### src/rtl/fixed_point_div_int_int.sv
// Sequential signed integer divider producing a decimal fixed-point quotient
// (fixed_X integer part, fixed_Y truncated decimal fraction digits).
module fixed_point_div_int_int #(
    parameter int unsigned FRAC_DIGITS = 5,
    parameter int unsigned INT_MAX     = 255
) (
    input  logic               clock,
    input  logic               resetn,
    input  logic               start,
    input  logic signed [20:0] numerator,
    input  logic signed [20:0] denominator,
    output logic signed [9:0]  fixed_X,
    output logic        [17:0] fixed_Y,
    output logic               busy,
    output logic               done,
    output logic               div_by_zero,
    output logic               overflow
);

    localparam int unsigned OPW   = 21;
    localparam int unsigned RW    = 25;
    localparam int unsigned XW    = 10;
    localparam int unsigned YW    = 18;
    localparam int unsigned CNT_W = 8;

    localparam logic [CNT_W-1:0] INT_LAST  = CNT_W'(OPW - 1);
    localparam logic [CNT_W-1:0] FRAC_LAST = CNT_W'(FRAC_DIGITS * 4 - 1);
    localparam logic [YW-1:0]    Y_SAT     = YW'(10 ** FRAC_DIGITS - 1);
    localparam logic [XW-1:0]    X_SAT     = XW'(INT_MAX);
    localparam logic [XW-1:0]    X_NEG0    = XW'(256);

    typedef enum logic [1:0] {S_IDLE, S_INT, S_FRAC, S_FINISH} state_t;

    state_t             state_q, state_d;
    logic [CNT_W-1:0]   cnt_q, cnt_d;
    logic [OPW-1:0]     num_q, num_d;
    logic [OPW-1:0]     den_q, den_d;
    logic [RW-1:0]      rem_q, rem_d;
    logic [OPW-1:0]     qint_q, qint_d;
    logic [3:0]         digit_q, digit_d;
    logic [YW-1:0]      yacc_q, yacc_d;
    logic               sign_q, sign_d;
    logic               dbz_q, dbz_d;

    logic signed [XW-1:0] fixed_x_d;
    logic [YW-1:0]        fixed_y_d;
    logic                 busy_d, done_d, dbz_out_d, ovf_d;

    logic [OPW-1:0] num_abs_c, den_abs_c;
    logic [RW-1:0]  den_ext_c, int_trial_c, frac_base_c, frac_dsh_c;
    logic           int_fit_c, frac_fit_c;
    logic [1:0]     frac_k_c;
    logic [3:0]     frac_digit_c;

    // Operand magnitudes; two's-complement negate of -2^20 yields 2^20 unsigned.
    assign num_abs_c = numerator[20]   ? OPW'(-numerator)   : OPW'(numerator);
    assign den_abs_c = denominator[20] ? OPW'(-denominator) : OPW'(denominator);

    // One restoring step of the integer part: shift in the next dividend bit.
    assign den_ext_c   = RW'(den_q);
    assign int_trial_c = {rem_q[RW-2:0], num_q[OPW-1]};
    assign int_fit_c   = (int_trial_c >= den_ext_c);

    // One restoring step of a fraction digit: remainder is scaled by ten at
    // the first of four sub-steps, then tested against |D| << 3, 2, 1, 0.
    assign frac_base_c  = (cnt_q[1:0] == 2'd0) ? (rem_q << 3) + (rem_q << 1) : rem_q;
    assign frac_k_c     = 2'd3 - cnt_q[1:0];
    assign frac_dsh_c   = den_ext_c << frac_k_c;
    assign frac_fit_c   = (frac_base_c >= frac_dsh_c);
    assign frac_digit_c = ((cnt_q[1:0] == 2'd0) ? 4'd0 : digit_q) | (4'(frac_fit_c) << frac_k_c);

    // State, datapath and output registers.
    always_ff @(posedge clock or negedge resetn) begin
        if (!resetn) begin
            state_q     <= S_IDLE;
            cnt_q       <= '0;
            num_q       <= '0;
            den_q       <= '0;
            rem_q       <= '0;
            qint_q      <= '0;
            digit_q     <= '0;
            yacc_q      <= '0;
            sign_q      <= 1'b0;
            dbz_q       <= 1'b0;
            fixed_X     <= '0;
            fixed_Y     <= '0;
            busy        <= 1'b0;
            done        <= 1'b0;
            div_by_zero <= 1'b0;
            overflow    <= 1'b0;
        end else begin
            state_q     <= state_d;
            cnt_q       <= cnt_d;
            num_q       <= num_d;
            den_q       <= den_d;
            rem_q       <= rem_d;
            qint_q      <= qint_d;
            digit_q     <= digit_d;
            yacc_q      <= yacc_d;
            sign_q      <= sign_d;
            dbz_q       <= dbz_d;
            fixed_X     <= fixed_x_d;
            fixed_Y     <= fixed_y_d;
            busy        <= busy_d;
            done        <= done_d;
            div_by_zero <= dbz_out_d;
            overflow    <= ovf_d;
        end
    end

    // Next-state, datapath and result formation.
    always_comb begin
        state_d   = state_q;
        cnt_d     = cnt_q;
        num_d     = num_q;
        den_d     = den_q;
        rem_d     = rem_q;
        qint_d    = qint_q;
        digit_d   = digit_q;
        yacc_d    = yacc_q;
        sign_d    = sign_q;
        dbz_d     = dbz_q;
        fixed_x_d = fixed_X;
        fixed_y_d = fixed_Y;
        busy_d    = busy;
        done_d    = 1'b0;
        dbz_out_d = div_by_zero;
        ovf_d     = overflow;

        unique case (state_q)
            S_IDLE: begin
                if (start) begin
                    num_d   = num_abs_c;
                    den_d   = den_abs_c;
                    sign_d  = numerator[20] ^ denominator[20];
                    dbz_d   = (denominator == '0);
                    rem_d   = '0;
                    qint_d  = '0;
                    digit_d = '0;
                    yacc_d  = '0;
                    cnt_d   = '0;
                    busy_d  = 1'b1;
                    state_d = S_INT;
                end
            end
            S_INT: begin
                // A zero divisor leaves after one cycle, giving a two-edge latency.
                if (dbz_q) begin
                    state_d = S_FINISH;
                end else begin
                    num_d  = {num_q[OPW-2:0], 1'b0};
                    rem_d  = int_fit_c ? int_trial_c - den_ext_c : int_trial_c;
                    qint_d = {qint_q[OPW-2:0], int_fit_c};
                    if (cnt_q == INT_LAST) begin
                        cnt_d   = '0;
                        state_d = S_FRAC;
                    end else begin
                        cnt_d = cnt_q + 1'b1;
                    end
                end
            end
            S_FRAC: begin
                rem_d   = frac_fit_c ? frac_base_c - frac_dsh_c : frac_base_c;
                digit_d = frac_digit_c;
                if (cnt_q[1:0] == 2'd3) begin
                    yacc_d = yacc_q * YW'(10) + YW'(frac_digit_c);
                end
                if (cnt_q == FRAC_LAST) begin
                    cnt_d   = '0;
                    state_d = S_FINISH;
                end else begin
                    cnt_d = cnt_q + 1'b1;
                end
            end
            S_FINISH: begin
                done_d  = 1'b1;
                busy_d  = 1'b0;
                state_d = S_IDLE;
                if (dbz_q) begin
                    fixed_x_d = X_SAT;
                    fixed_y_d = Y_SAT;
                    dbz_out_d = 1'b1;
                    ovf_d     = 1'b0;
                end else if (qint_q > OPW'(INT_MAX)) begin
                    fixed_x_d = sign_q ? XW'(0) - X_SAT : X_SAT;
                    fixed_y_d = Y_SAT;
                    dbz_out_d = 1'b0;
                    ovf_d     = 1'b1;
                end else begin
                    dbz_out_d = 1'b0;
                    ovf_d     = 1'b0;
                    fixed_y_d = yacc_q;
                    // A truncated zero is always reported as positive zero.
                    if (qint_q == '0 && yacc_q == '0) begin
                        fixed_x_d = '0;
                    end else if (sign_q) begin
                        fixed_x_d = (qint_q == '0) ? X_NEG0 : XW'(0) - qint_q[XW-1:0];
                    end else begin
                        fixed_x_d = qint_q[XW-1:0];
                    end
                end
            end
            default: state_d = S_IDLE;
        endcase
    end

endmodule

### config.mk
export PLATFORM = sky130hd
export DESIGN_NAME = fixed_point_div_int_int
export DESIGN_NICKNAME = d
export VERILOG_FILES = /design/src/rtl/fixed_point_div_int_int.sv
export SDC_FILE = /design/constraint.sdc
export NUM_CORES = 1
export LEC_CHECK = 0
export ABC_AREA = 1
export CORE_AREA = 2 2 167 169
export CTS_CLUSTER_DIAMETER = 30
export DETAILED_ROUTE_END_ITERATION = 8
export DIE_AREA = 0 0 169 171
export PLACE_DENSITY = 0.76
export REMOVE_ABC_BUFFERS = 1
export SYNTH_ARGS = -nofsm -noshare
export SYNTH_HDL_FRONTEND = slang
export SYNTH_SLANG_ARGS = --single-unit
### constraint.sdc
create_clock -name clock -period 5.42 [get_ports clock]
set_clock_uncertainty 0.15 [all_clocks]
set_input_delay 1.084 -clock clock [delete_from_list [all_inputs] [get_ports clock]]
set_output_delay 1.084 -clock clock [all_outputs]
set_load 0.03 [all_outputs]
After elaboration in Yosys (flattened, before gate mapping)
Cells that the tools add are included.
{"block": "word_totals", "reg_bits": 154, "in_bits": 45, "output_inout_bits": 32, "elab_cells": 105}
{"block": "classes", "addsub": 9, "multipliers": 1, "order_cmp": 3, "eq_ne": 11, "n_shift": 2, "mux": 44, "bitwise": 2, "n_reduce_logical": 17}
{"operator": "two-way mux 21 bit", "n": 6}
{"operator": "two-way mux 25 bit", "n": 5}
{"operator": "case mux 21 bit (2 select lines)", "n": 2}
{"operator": "case mux 25 bit (3 select lines)", "n": 1}
{"operator": "two-way mux 18 bit", "n": 4}
{"operator": "two-way mux 10 bit", "n": 6}
{"operator": "logical NOT 21 bit", "n": 2}
{"operator": "negation 21 bit", "n": 2}
{"operator": "case mux 18 bit (2 select lines)", "n": 1}
{"operator": "two-way mux 8 bit", "n": 4}
{"operator": "adder 25 bit", "n": 1}
{"operator": "greater-or-equal comparator 25 x 21 -> 1 bit", "n": 1}
{"operator": "greater-or-equal comparator 25 bit", "n": 1}
{"operator": "left shift 21 x 2 -> 25 bit", "n": 1}
{"operator": "subtractor 25 x 21 -> 25 bit", "n": 1}
{"operator": "subtractor 25 bit", "n": 1}
{"operator": "case mux 8 bit (3 select lines)", "n": 1}
{"operator": "greater-than comparator 21 x 8 -> 1 bit, second input constant", "n": 1}
{"operator": "adder 18 x 4 -> 18 bit", "n": 1}
{"operator": "logical NOT 18 bit", "n": 1}
{"operator": "multiplier 18 x 3 -> 17 bit, second input constant", "n": 1}
{"operator": "== test 8 x 5 -> 1 bit, second input constant", "n": 2}
{"operator": "AND reduction 3 bit", "n": 4}
{"operator": "subtractor 1 x 10 -> 10 bit, first input constant", "n": 1}
{"operator": "20 further kinds", "n": 38}

Logic depth before layout (Yosys ltp)
Gate-level depths: netlist of run 1.
{"block": "depth", "depth_word": 8, "depth_mapped": 41, "mapped_depth_nobuf": 41}

Worst setup path before layout of run 1
No wires, ideal clock.
{"block": "synth_path", "path_type": "reg2reg", "startpoint": "reg cnt_q[1]", "endpoint": "reg yacc_q[17]", "setup_ps": 116, "arrival_time_ps": 5111, "t_required_ps": 5154, "slack_ps": 43, "stages_incl_launch_ff": 37, "n_path_buf": 3, "period_less_slack_ps": 5377, "cell_sequence": "dfrtp_1 clkinv_1 clkbuf_1 ha_1 clkbuf_1 clkbuf_1 o21ai_0 nand2_1 inv_1 ha_1 nand2_1 nor2_1 nand2_1 nor2_1 nand2_1 nand3_2 nand2_4 nand4_4 nand2_1 o21ai_1 ha_1 inv_1 fa_1 nor2_1 o21ai_1 nor2_1 nand2_1 nor2_2 nand2_2 nor2_4 nand4_4 nor2_4 nand3_2 nor2_2 nand2_1 nand2_1 nand2_1"}
{"block": "synth_via", "elab_chain_len": 8, "elab_cells_between_ends": 14, "classes_between": "add/sub (2); order compare (1); eq/ne (2); shift (2); mux (4); bitwise (1); reduce/logical (2)"}
{"element": "from (decl)", "line": "35", "source": "logic [CNT_W-1:0] cnt_q, cnt_d;"}
{"element": "from (signal assigned)", "line": "93", "source": "cnt_q <= cnt_d;"}
{"element": "subtractor 2 bit or logical NOT 2 bit (tied branches)", "line": "67, 66, 70"}
{"element": "left shift 21 x 2 -> 25 bit or two-way mux 25 bit (tied branches)", "line": "68, 66"}
{"element": "greater-or-equal comparator 25 bit", "line": "69", "source": "assign frac_fit_c = (frac_base_c >= frac_dsh_c);"}
{"element": "left shift 1 x 2 -> 4 bit", "line": "70", "source": "assign frac_digit_c = ((cnt_q[1:0] == 2'd0) ? 4'd0 : digit_q) | (4'(frac_fit_c) << frac_k_c);"}
{"element": "bitwise OR 4 bit", "line": "70"}
{"element": "adder 18 x 4 -> 18 bit", "line": "166", "source": "yacc_d = yacc_q * YW'(10) + YW'(frac_digit_c);"}
{"element": "two-way mux 18 bit", "line": "165", "source": "if (cnt_q[1:0] == 2'd3) begin"}
{"element": "case mux 18 bit (2 select lines)", "line": "130", "source": "unique case (state_q)"}
{"element": "to (signal assigned)", "line": "99", "source": "yacc_q <= yacc_d;"}
{"element": "to (decl)", "line": "41", "source": "logic [YW-1:0] yacc_q, yacc_d;"}
Parallel ways exist; a longest one is shown, timed or not. The select of a mux whose other input is x is not followed.
A chain may end at the register's enable or synchronous reset.

Worst setup path after layout of run 1
{"block": "layout_path", "startpoint": "reg rem_q[2]", "endpoint": "reg yacc_q[17]"}
{"block": "layout_via", "elab_chain_len": 8}
{"element": "from (decl)", "line": "38", "source": "logic [RW-1:0] rem_q, rem_d;"}
{"element": "from (signal assigned)", "line": "96", "source": "rem_q <= rem_d;"}
{"element": "adder 25 bit", "line": "66", "source": "assign frac_base_c = (cnt_q[1:0] == 2'd0) ? (rem_q << 3) + (rem_q << 1) : rem_q;"}
{"element": "two-way mux 25 bit *", "line": "66"}
{"element": "greater-or-equal comparator 25 bit *", "line": "69"}
{"element": "left shift 1 x 2 -> 4 bit *", "line": "70"}
{"element": "bitwise OR 4 bit *", "line": "70"}
{"element": "adder 18 x 4 -> 18 bit *", "line": "166"}
{"element": "two-way mux 18 bit *", "line": "165"}
{"element": "case mux 18 bit (2 select lines) *", "line": "130"}
Mark *: on every way between the ends. The rest lies on a longest branch, timed or not. The select of a mux whose other input is x is not followed.

==> metrics.yaml, run 1 <==
clkLatencyLatePin_ns: 0.44
path_clk_slew_ns: 0.08
cts_max_level: 4
synthArstFlopShare: 1.00
cts_buffers: 17
endpoint_kind: "flop"
syn_area_um2: 14700
ctsLongestPathBuffers: 2
track_usage: 0.333
cts_root_buffer: "clkbuf_16"
antenna_left: 0
fin_hold_ws_ns: 0.330
crit_slowest_cell: "dfrtp_2"
die_area_um2: 28900
finalCritPeriodShare: 0.992
firstDrtPassIters: 5
drcViolationCount: 0
synth_top_area_frac: 0.263
drv_cap: 0
area_growth_syn_to_layout_pct: 24.4
fin_crit_ns: 5.38
drive_gt1_frac: 0.162
die_width_um: 169
antenna_found_initial: 0
yosys_warnings: 0
dp_hpwl_um: 38200
ys_seq_area_frac: 0.263
core_um2: 27300
n_fill_cell: 2464
finalSetupTns_ns: 0
cts_tree: "yes"
synth_edf_count: 0
grt_pass1_vias: 14900
yosysTopAreaCell: "dfrtp_1"
run_status: "complete, no violations"
grt_start_max_net_pins: 64
critPathMaxFanout: 3
crit_top_cell: "nand2_1"
rsz0062_at_grt: "true"
cts_sinks: 154
grt_first_pass_wirelength_um: 76800
power_density_nw_per_um2: 711
start_util: 0.537
worstMarginPinSlew_ns: 1.11
gp_congestion: 1.04
rows: 61
hold_viol: 0
synth-main-ff-cell: "dfrtp_1"
slew_viol_final: 0
grt.overflow.total: 0
crit_arrival_ns: 5.56
leakage_nw: 9.15
fin_nets: 2634
synth.avg_cell_area_um2: 6.43
drtIter0Drc: 1589
worst_ep_required_time_ns: 5.60
die_y_um: 171
io_pins: 77
wirelength_um: 49200
syn_inst: 2280
drt-vias-per-instance: 5.73
setup_violations: 0
post_synth_main_area_contributors: "dfrtp_1 26%, nand2_1 17%, ha_1 9.0%"
start_kind: "flop"
ys_types: 58
maxSlewHeadroom: 0.257
io_buffers: 76
ir_worst_vdd_uv: 458
critPathKind: "reg2reg"
wl_per_cell_um: 17.4
fmax_ghz: 0.186
synth-seq-cells: 154
antennaDiodeCount: 0
max_stage_delay_ns: 0.45
hold_path.class: "reg2reg"
vias: 16300
stage by stage:
stage                     power [mW]  instance area (um2)  std cells  utilization  setup slack (ns)
final                           13.0                18200       2837        0.668            0.0448
after global routing            14.0                18200       2837        0.668            -0.183
after CTS                       12.0                17300       2811        0.634            0.0280
after detailed placement        10.6                16600       2779        0.609            -0.224
after global placement          10.6                16600       2779        0.609           -0.0515
after floorplan                 7.24                14400       2217            -            -0.792
cell families (layout without fill, tap and decap cells):
kind of cell,Yosys count,count (layout),share of synthesized area
adder cells (fa/ha/maj),111,111,0.0973
XOR/XNOR,81,81,0.0494
AND/OR/NAND/NOR,1149,1149,0.337
flip-flops,154,154,0.263
AO/OA/AOI/OAI,407,407,0.153
buffers and inverters,378,589,0.0998
cell usage after synthesis (30+ instances only):
library cell,instances
nor3_1,34
a21oi_1,121
ha_1,106
xnor2_1,35
inv_1,309
dfrtp_1,154
nand3_1,131
clkbuf_1,47
o22ai_1,30
o21ai_0,176
nand4_1,58
xor2_1,44
nor2_1,187
nand2_1,671
cells in the final DEF, fill, tap and decap left out, drive strengths merged, types with 2 or more instances in the layout:
| cell type | synthesis | layout |
|---|---|---|
| a21boi | 3 | 3 |
| a21o | 6 | 6 |
| a21oi | 125 | 125 |
| a31oi | 7 | 7 |
| and2 | 2 | 2 |
| and3 | 2 | 2 |
| buf | 16 | 167 |
| clkbuf | 47 | 17 |
| clkdlybuf4s50 | 0 | 75 |
| clkinv | 3 | 11 |
| dfrtp | 154 | 154 |
| fa | 5 | 5 |
| ha | 106 | 106 |
| inv | 312 | 319 |
| nand2 | 680 | 680 |
| nand3 | 138 | 138 |
| nand3b | 8 | 8 |
| nand4 | 60 | 60 |
| nor2 | 199 | 199 |
| nor3 | 37 | 37 |
| nor4 | 6 | 6 |
| o211ai | 11 | 11 |
| o21a | 7 | 7 |
| o21ai | 194 | 194 |
| o21bai | 3 | 3 |
| o221ai | 8 | 8 |
| o22a | 2 | 2 |
| o22ai | 31 | 31 |
| o31ai | 5 | 5 |
| or2 | 14 | 14 |
| or3 | 2 | 2 |
| xnor2 | 35 | 35 |
| xor2 | 46 | 46 |
registers in the layout, summed over array words and instances (netlist names), 4 cells and up:
register and flops:
cnt_q 8, den_q 21, digit_q 4, fixed_X 10, fixed_Y 18, num_q 21
qint_q 21, rem_q 25, yacc_q 18
power breakdown:
part	switching, mW	total (mW)	internal, mW
registers	0.282	1.76	1.48
clock network	0.588	1.21	0.623
logic	6.14	9.99	3.85
final cells by class:
class | count | area [um2] | area share
inverter | 315 | 1180 | 0.0648
multi-input combinational | 1748 | 10100 | 0.555
timing repair buffer | 242 | 2040 | 0.112
sequential | 154 | 3870 | 0.212
clock buffer | 17 | 425 | 0.0233
tap | 346 | 433 | 0.0237
clock inverter | 15 | 173 | 0.00947
worst max-delay path, delay by kind of cell, from the launching register on:
kind | cells | cell delay [ns]
buf+inv | 2 | 0.10
compound gates | 3 | 0.32
fa+ha+maj | 5 | 1.45
xor+xnor | 1 | 0.15
flops | 1 | 0.45
simple gates | 27 | 2.63
final timing paths:
| check | cells after the start | to | startpoint | slack [ns] |
|---|---|---|---|---|
| hold / removal | 2 | digit_q[3] | digit_q[3] | 0.33 |
| max in group asynchronous | 2 | num_q[4] | resetn | 3.55 |
| setup reg to reg | 38 | yacc_q[17] | rem_q[2] | 0.04 |
| setup / recovery | 38 | yacc_q[17] | rem_q[2] | 0.04 |
| min in group asynchronous | 1 | yacc_q[15] | resetn | 0.46 |
| hold reg to reg | 2 | digit_q[3] | digit_q[3] | 0.33 |
timing repair:
| action | CTS | global route |
|---|---|---|
| pin swaps | 4 | 62 |
| setup buffers | 0 | 26 |
| resized for setup | 17 | 158 |
| hold buffers | 0 | 0 |
| endpoints found under the hold margin | 0 | 0 |
| endpoints found under the setup margin | 8 | 9 |
per-layer routing:
layer  global-route usage  up-vias  routed length (um)
met5                    0        -                   0
met4               0.0844        0                1080
met3               0.0562       71                4120
met2                0.536      682               22200
met1                0.467     7661               21900
li1                     -     7850                   -
Power figures use the tool's default switching activity.
==> run 2, diff against run 1 <==
SLEW_MARGIN = 0   (was default)
==> results of run 2 <==
No change in the layout: final DEF, timing and power equal those of run 1.
